### config.mk
export PLATFORM = sky130hd
export DESIGN_NAME = ram_port_arbiter
export DESIGN_NICKNAME = d
export VERILOG_FILES = /design/src/rtl/ram_port_arbiter.sv
export SDC_FILE = /design/constraint.sdc
export NUM_CORES = 1
export LEC_CHECK = 0
export ABC_AREA = 1
export CORE_MARGIN = 3
export CORE_UTILIZATION = 28
export CTS_CLUSTER_SIZE = 8
export DETAILED_ROUTE_END_ITERATION = 8
export GPL_TIMING_DRIVEN = 0
export HOLD_SLACK_MARGIN = 0.1
export PLACE_DENSITY = 0.95
export RECOVER_POWER = 25
export SLEW_MARGIN = 5
export SYNTH_ARGS = -nofsm -noshare
export SYNTH_HDL_FRONTEND = slang
export SYNTH_SLANG_ARGS = --single-unit
### constraint.sdc
create_clock -name clk -period 3.75 [get_ports clk]
set_input_delay 0.5625 -clock clk [delete_from_list [all_inputs] [get_ports clk]]
set_output_delay 0.5625 -clock clk [all_outputs]
set_load 0.01 [all_outputs]
### src/rtl/ram_port_arbiter.sv
// Shared SRAM port arbiter. The port goes to the flash loader, then the CPU, then optionally to diagnostics once the CPU halts.
// Optional feature: define ARB_HALT_WDT_EN to bound the halt-pending wait with a watchdog that sets wdt_flag.
module ram_port_arbiter #(
  parameter int ADDR_W     = 16,
  parameter int DATA_W     = 8,
  parameter int WDT_CYCLES = 255
) (
  input  logic              clk,
  input  logic              rst,
  input  logic              load_done,
  input  logic [ADDR_W-1:0] fl_addr,
  input  logic [DATA_W-1:0] fl_wdata,
  input  logic              fl_cs,
  input  logic              fl_we,
  input  logic [ADDR_W-1:0] cpu_addr,
  input  logic [DATA_W-1:0] cpu_wdata,
  input  logic              cpu_sel,
  input  logic              cpu_we,
  input  logic              phi2,
  input  logic              dg_halt_req,
  input  logic [ADDR_W-1:0] dg_addr,
  input  logic [DATA_W-1:0] dg_wdata,
  input  logic              dg_cs,
  input  logic              dg_we,
  output logic [ADDR_W-1:0] ram_addr,
  output logic [DATA_W-1:0] ram_wdata,
  output logic              ram_cs,
  output logic              ram_we,
  output logic              rdy,
  output logic              halted,
  output logic              dg_gnt,
  output logic              wdt_flag
);

  localparam logic [1:0] ST_LOAD      = 2'd0;
  localparam logic [1:0] ST_RUN       = 2'd1;
  localparam logic [1:0] ST_HALT_PEND = 2'd2;
  localparam logic [1:0] ST_HALTED    = 2'd3;

  logic [1:0] state_q, state_d;
  logic [2:0] phi2_q, phi2_d;
  logic       phi2_fall;
  logic       wdt_timeout;

  // phi2_q[0..1] synchronise the async CPU clock; phi2_q[2] is one cycle older for edge detection.
  assign phi2_d    = {phi2_q[1:0], phi2};
  assign phi2_fall = phi2_q[2] & ~phi2_q[1];

`ifdef ARB_HALT_WDT_EN
  localparam logic [7:0] WDT_LAST = 8'(WDT_CYCLES - 1);

  logic [7:0] wdt_cnt_q, wdt_cnt_d;
  logic       wdt_flag_q, wdt_flag_d;

  // Counter idles at zero outside HALT_PEND so it starts cleared on every entry.
  always_comb begin
    wdt_cnt_d = '0;
    if (state_q == ST_HALT_PEND) begin
      wdt_cnt_d = (wdt_cnt_q == 8'hFF) ? wdt_cnt_q : wdt_cnt_q + 8'd1;
    end
    wdt_timeout = (state_q == ST_HALT_PEND) && (wdt_cnt_q >= WDT_LAST);
    wdt_flag_d  = wdt_flag_q |
                  (wdt_timeout && load_done && dg_halt_req && !phi2_fall);
  end

  always_ff @(posedge clk or negedge rst) begin
    if (!rst) begin
      wdt_cnt_q  <= '0;
      wdt_flag_q <= 1'b0;
    end else begin
      wdt_cnt_q  <= wdt_cnt_d;
      wdt_flag_q <= wdt_flag_d;
    end
  end

  assign wdt_flag = wdt_flag_q;
`else
  assign wdt_timeout = 1'b0;
  assign wdt_flag    = 1'b0;
`endif

  // Loss of load_done wins over everything else in every non-LOAD state.
  always_comb begin
    state_d = state_q;
    case (state_q)
      ST_LOAD: begin
        if (load_done) state_d = ST_RUN;
      end
      ST_RUN: begin
        if (!load_done)       state_d = ST_LOAD;
        else if (dg_halt_req) state_d = ST_HALT_PEND;
      end
      ST_HALT_PEND: begin
        if (!load_done)                    state_d = ST_LOAD;
        else if (!dg_halt_req)             state_d = ST_RUN;
        else if (phi2_fall || wdt_timeout) state_d = ST_HALTED;
      end
      default: begin
        if (!load_done)        state_d = ST_LOAD;
        else if (!dg_halt_req) state_d = ST_RUN;
      end
    endcase
  end

  always_ff @(posedge clk or negedge rst) begin
    if (!rst) begin
      state_q <= ST_LOAD;
      phi2_q  <= '0;
    end else begin
      state_q <= state_d;
      phi2_q  <= phi2_d;
    end
  end

  // The CPU keeps the port during HALT_PEND so its in-flight bus cycle completes.
  always_comb begin
    ram_addr  = fl_addr;
    ram_wdata = fl_wdata;
    ram_cs    = fl_cs;
    ram_we    = fl_we;
    rdy       = 1'b0;
    halted    = 1'b0;
    dg_gnt    = 1'b0;
    case (state_q)
      ST_RUN, ST_HALT_PEND: begin
        ram_addr  = cpu_addr;
        ram_wdata = cpu_wdata;
        ram_cs    = cpu_sel;
        ram_we    = cpu_we & cpu_sel;
        rdy       = (state_q == ST_RUN);
      end
      ST_HALTED: begin
        ram_addr  = dg_addr;
        ram_wdata = dg_wdata;
        ram_cs    = dg_cs;
        ram_we    = dg_we;
        halted    = 1'b1;
        dg_gnt    = 1'b1;
      end
      default: ;
    endcase
  end

endmodule

# Word level (Yosys, flattened, before mapping)
# Index checks and enable logic that the tools add are counted.
# totals
ff_bits,5
latch_bits,0
ramBits,0
romBits,0
in_bits,83
out_inout_bits,30
word_cells,30
memories,0
# classes
addsub,0
multipliers,0
div_mod_pow,0
n_lt_le_gt_ge,0
eq_ne,7
shifts,0
mux,15
bitwise,3
n_reduce_logical,3
# ops
operator,n
one-hot mux 16 bit (2 select lines),1
two-way mux 2 bit,8
one-hot mux 8 bit (2 select lines),1
one-hot mux 2 bit (3 select lines),1
"inequality test 5 x 2 -> 1 bit, second input constant",1
"== test 2 bit, second input constant",2
"inequality test 4 bit, second input constant",1
one-hot mux 1 bit (2 select lines),2
AND reduction 4 bit,1
"inequality test 3 bit, second input constant",1
bitwise AND 1 bit,2
"== test 2 x 1 -> 1 bit, second input constant",1
zero test 2 bit,1
two-way mux 1 bit,2
"inequality test 2 bit, second input constant",1
OR reduction 2 bit,1
inverter 1 bit,1

# Logic depth before layout (Yosys ltp)
# logic_depth
word_depth,6
mapped_depth,8
mapped_depth_nobuf,8

# Least setup slack after synthesis
# OpenSTA, ideal clock, no wires.
# synth_timing
kind,register to output
from,register state_q[1]
to,output ram_addr[10]
arrival_time_ns,1.328
required_ns,3.188
setup_slack_ns,1.859
stages_incl_launch_ff,7
n_path_buf,2
path_cell_list,dfrtp_1 -> inv_1 -> ha_1 -> buf_4 -> buf_2 -> nand2_1 -> a21oi_1
# synth_between
elab_chain_cells,3
elab_cells_between_ends,5
classes_between,eq/ne (3); mux (1); reduce/logical (1)
# synth_lines
item,line_no,source
"start, declared",40,"logic [1:0] state_q, state_d;"
"start signal, assigned",110,state_q <= state_d;
== test 2 x 1 -> 1 bit / == test 2 bit (equally long branches),124,case (state_q)
OR reduction 2 bit,124,
one-hot mux 16 bit (2 select lines) (*),124,
"end, declared",25,"output logic [ADDR_W-1:0] ram_addr,"
# Mark *: on every way between the ends. The rest lies on a longest branch, timed or not.

# Worst setup path after layout
# layout_timing
from,register state_q[1]
to,output ram_addr[6]
# Same word-level chain as after synthesis.

==> impl_metrics.csv <==
group,metric,value,unit
grt,grt_overflow,0,
worst_setup_path,cpPeakStageDelay,0.56,ns
power_and_ir_drop,clkPwrFrac,3.7,%
synth,yosysSeqAreaShare,14.0,%
synth,synth.avg_cell_area,5.42,µm²
clock_tree,clk_pin_slew,0.04,ns
synth,synth_cells,165,
hold_path,min-delay-start,"phi2_q[0]",
die,start_util,30.8,%
power_and_ir_drop,internal_power,0.000900,W
timing,hold_ws,0.353,ns
detailed_routing,drt-total-wl,4090,µm
power_and_ir_drop,p_leak,0.898,nW
synth,synth_top_area_cell,"a21oi_1",
die,dieArea,3910,µm²
hold_path,holdPathStages,0,
hold_path,holdCritPathClass,"flop to flop",
synth,yosysUniqueCellTypes,14,
detailed_routing,wl_met2,1930,µm
synth,ys_warn_count,0,
synth,synth.most_common_cell,"a21oi_1",
worst_setup_path,slowest_stage,"clkdlybuf4s50_1",
power_and_ir_drop,switching_share,46.7,%
layout,num_antenna_cells,0,
clock_tree,h-tree-depth,1,
worst_setup_path,crit_type,"flop to primary output",
detailed_routing,highest_layer,"met4",
synth,yosys-top-cells-area,"a21oi_1 30%, nand2_1 15%, nor2_1 14%",
grt,grtUsageTotal,20.6,%
detailed_routing,wl_met1,1670,µm
detailed_routing,drt_iter0_drc,110,
die,die_h,62.5,µm
worst_setup_path,reg2regPathDepth,8,
clock_tree,clk_latency,0.24,ns
synth,ys_top_cells_by_count,"53 x a21oi_1, 36 x nand2_1, 34 x nor2_1, 8 x buf_4, 8 x inv_1",
detailed_routing,avgRoutedWirePerCell,12.7,µm
worst_setup_path,path_common_cell,"buf_4",
synth,netlist_area,895,µm²
worst_setup_path,r2r_start,"state_q[1]",
timing,rsz0062_at_grt,"no",
clock_tree,numCtsBuffers,3,
die,core,2900,µm²
worst_setup_path,path_cells,"inv_1, ha_1, buf_4, buf_4, nand2_1, a21oi_1, clkdlybuf4s50_1",
detailed_routing,drc,0,
detailed_routing,vias,1519,
power_and_ir_drop,irDropWorstVdd,0.541,mV
clock_tree,cts_buffer_depth,2,
run,cap_violations,0,
power_and_ir_drop,seq_power_share,4.9,%
grt,antenna_found_initial,0,
power_and_ir_drop,power_frac_comb,91.3,%
worst_setup_path,end_kind,"primary output",
timing,drv_slew,0,
synth,yosysTopAreaCellShare,29.7,%
synth,ys.flop_type,"dfrtp_1",
synth,ys_seq_elements,5,
synth,syn-num-nets,253,
detailed_routing,ant_nets,0,
die,io_pins,113,
placement,numPortBuffers,111,
grt,grt_pass1_vias,1502,
layout,num-fill-cells,241,
grt,grt_max_degree,11,
timing,finalHoldViolCount,0,
timing,fin_skew,0.00110,ns
timing,min_period_over_period,74.2,%
layout,drive_gt1_share,6.79,%
clock_tree,cts_root_buffer,"clkbuf_4",
clock_tree,postCtsSetupBuffers,0,
detailed_routing,wl_met3,411,µm
layout,final_util,71.9,%
worst_setup_path,worstPathArrival,2.22,ns
synth,async_reset_ff_share,100,%
run_status,status,"finished, final reports clean",
timing,tns,0,ns
clock_tree,clock-sinks,5,
worst_setup_path,worstPathMaxFanout,10,
power_and_ir_drop,p_per_area,810,nW/µm²
grt,grt_pass1_wl,6630,µm
die,die_w,62.5,µm
worst_setup_path,setup.worst_path.start,"state_q[1]",
worst_setup_path,worstPathRequired,3.19,ns
clock_tree,postCtsHoldBufs,0,
die,row_count,19,
timing,setup_viol,0,
detailed_routing,firstDrtPassIters,4,
placement,gp_congestion,0.944,
worst_setup_path,worst-path-buf-inv,4,
timing,fin_crit,2.78,ns
power_and_ir_drop,p_sw,0.000788,W
synth,synth_edf_count,0,
worst_setup_path,cp_top_family,"buffers and inverters",
power_and_ir_drop,p_total,0.00169,W
timing,fmax,359,MHz
layout,nets,369,
clock_tree,cts_tree,"done",
detailed_routing,via_per_inst,4.72,
worst_setup_path,crit_cells,7,
layout,synthToLayoutAreaGrowth,133,%
clock_tree,post_cts_resized,0,
placement,hpwlAfterDp,3370,µm
worst_setup_path,crit_path_start_kind,"flop",
[flip-flops by register name, indices dropped and copies added (netlist names)]
register,cells
phi2_q,3
state_q,2
[power by group through the flow]
stage / sequential (W) / combinational, W / clock, W
final: 0.0000830 / 0.00154 / 0.0000632
after global routing: 0.0000846 / 0.00169 / 0.0000697
after CTS: 0.0000826 / 0.00155 / 0.0000640
after detailed placement: 0.0000833 / 0.00154 / 0
after global placement: 0.0000828 / 0.00153 / 0
after floorplan: 0.0000800 / 0.000800 / 0
[layer usage]
| metal | vias up | GRT usage [%] |
|---|---|---|
| met4 | 0 | 7.71 |
| met2 | 89 | 36.1 |
| li1 | 764 | - |
| met5 | - | 0 |
| met1 | 656 | 23.3 |
| met3 | 10 | 6.29 |
[cell type report]
class                      instances  area (µm²)  share of cell area, %
sequential                         5         125                   6.00
multi-input combinational        137         644                   30.9
buffer                            13        85.1                   4.08
inverter                          10        40.0                   1.92
tap                               42        52.6                   2.52
timing repair buffer             111        1110                   53.3
clock buffer                       4        26.3                   1.26
[cell families after synthesis]
logic type / synth area share [%]
flops: 14.0
fa+ha+maj: 6.99
other cells: 0.419
compound gates: 30.2
buf+inv: 14.0
simple gates: 34.4
[path summary, 6_finish.rpt]
kind	to	slack (ns)
hold reg to reg	phi2_q[1]	0.35
max in group asynchronous	phi2_q[1]	2.97
min in group asynchronous	phi2_q[0]	0.60
hold / removal	phi2_q[1]	0.35
setup reg to reg	state_q[0]	2.38
setup / recovery	ram_addr[6]	0.97
[stage by stage]
step / setup WS, ns / instances / instance area (µm²)
2_1_floorplan: 1.86 / 165 / 895
3_3_place_gp: 1.24 / 318 / 2060
3_5_place_dp: 1.24 / 318 / 2060
4_1_cts: 0.971 / 322 / 2080
5_1_grt: 0.829 / 322 / 2080
6_report: 0.966 / 322 / 2080
[worst register-to-register path, delay by kind of cell, from the launching register on]
| kind | cells | cell delay (ns) |
|---|---|---|
| fa+ha+maj | 1 | 0.25 |
| buf+inv | 1 | 0.11 |
| flops | 1 | 0.43 |
| simple gates | 6 | 0.48 |
[cells in the final DEF (no fill, tap or decap)]
cell / instances
clkdlybuf4s50_1: 108
a21oi_1: 53
nand2_1: 36
nor2_1: 34
inv_1: 8
buf_4: 8
buf_2: 5
nand3_1: 5
ha_1: 5
dfrtp_1: 5
clkbuf_4: 3
dlygate4sd3_1: 3
nand3_2: 2
inv_4: 1
clkinv_1: 1
o21ai_0: 1
conb_1: 1
clkbuf_1: 1
No activity file was read; power rests on OpenSTA's default activity.
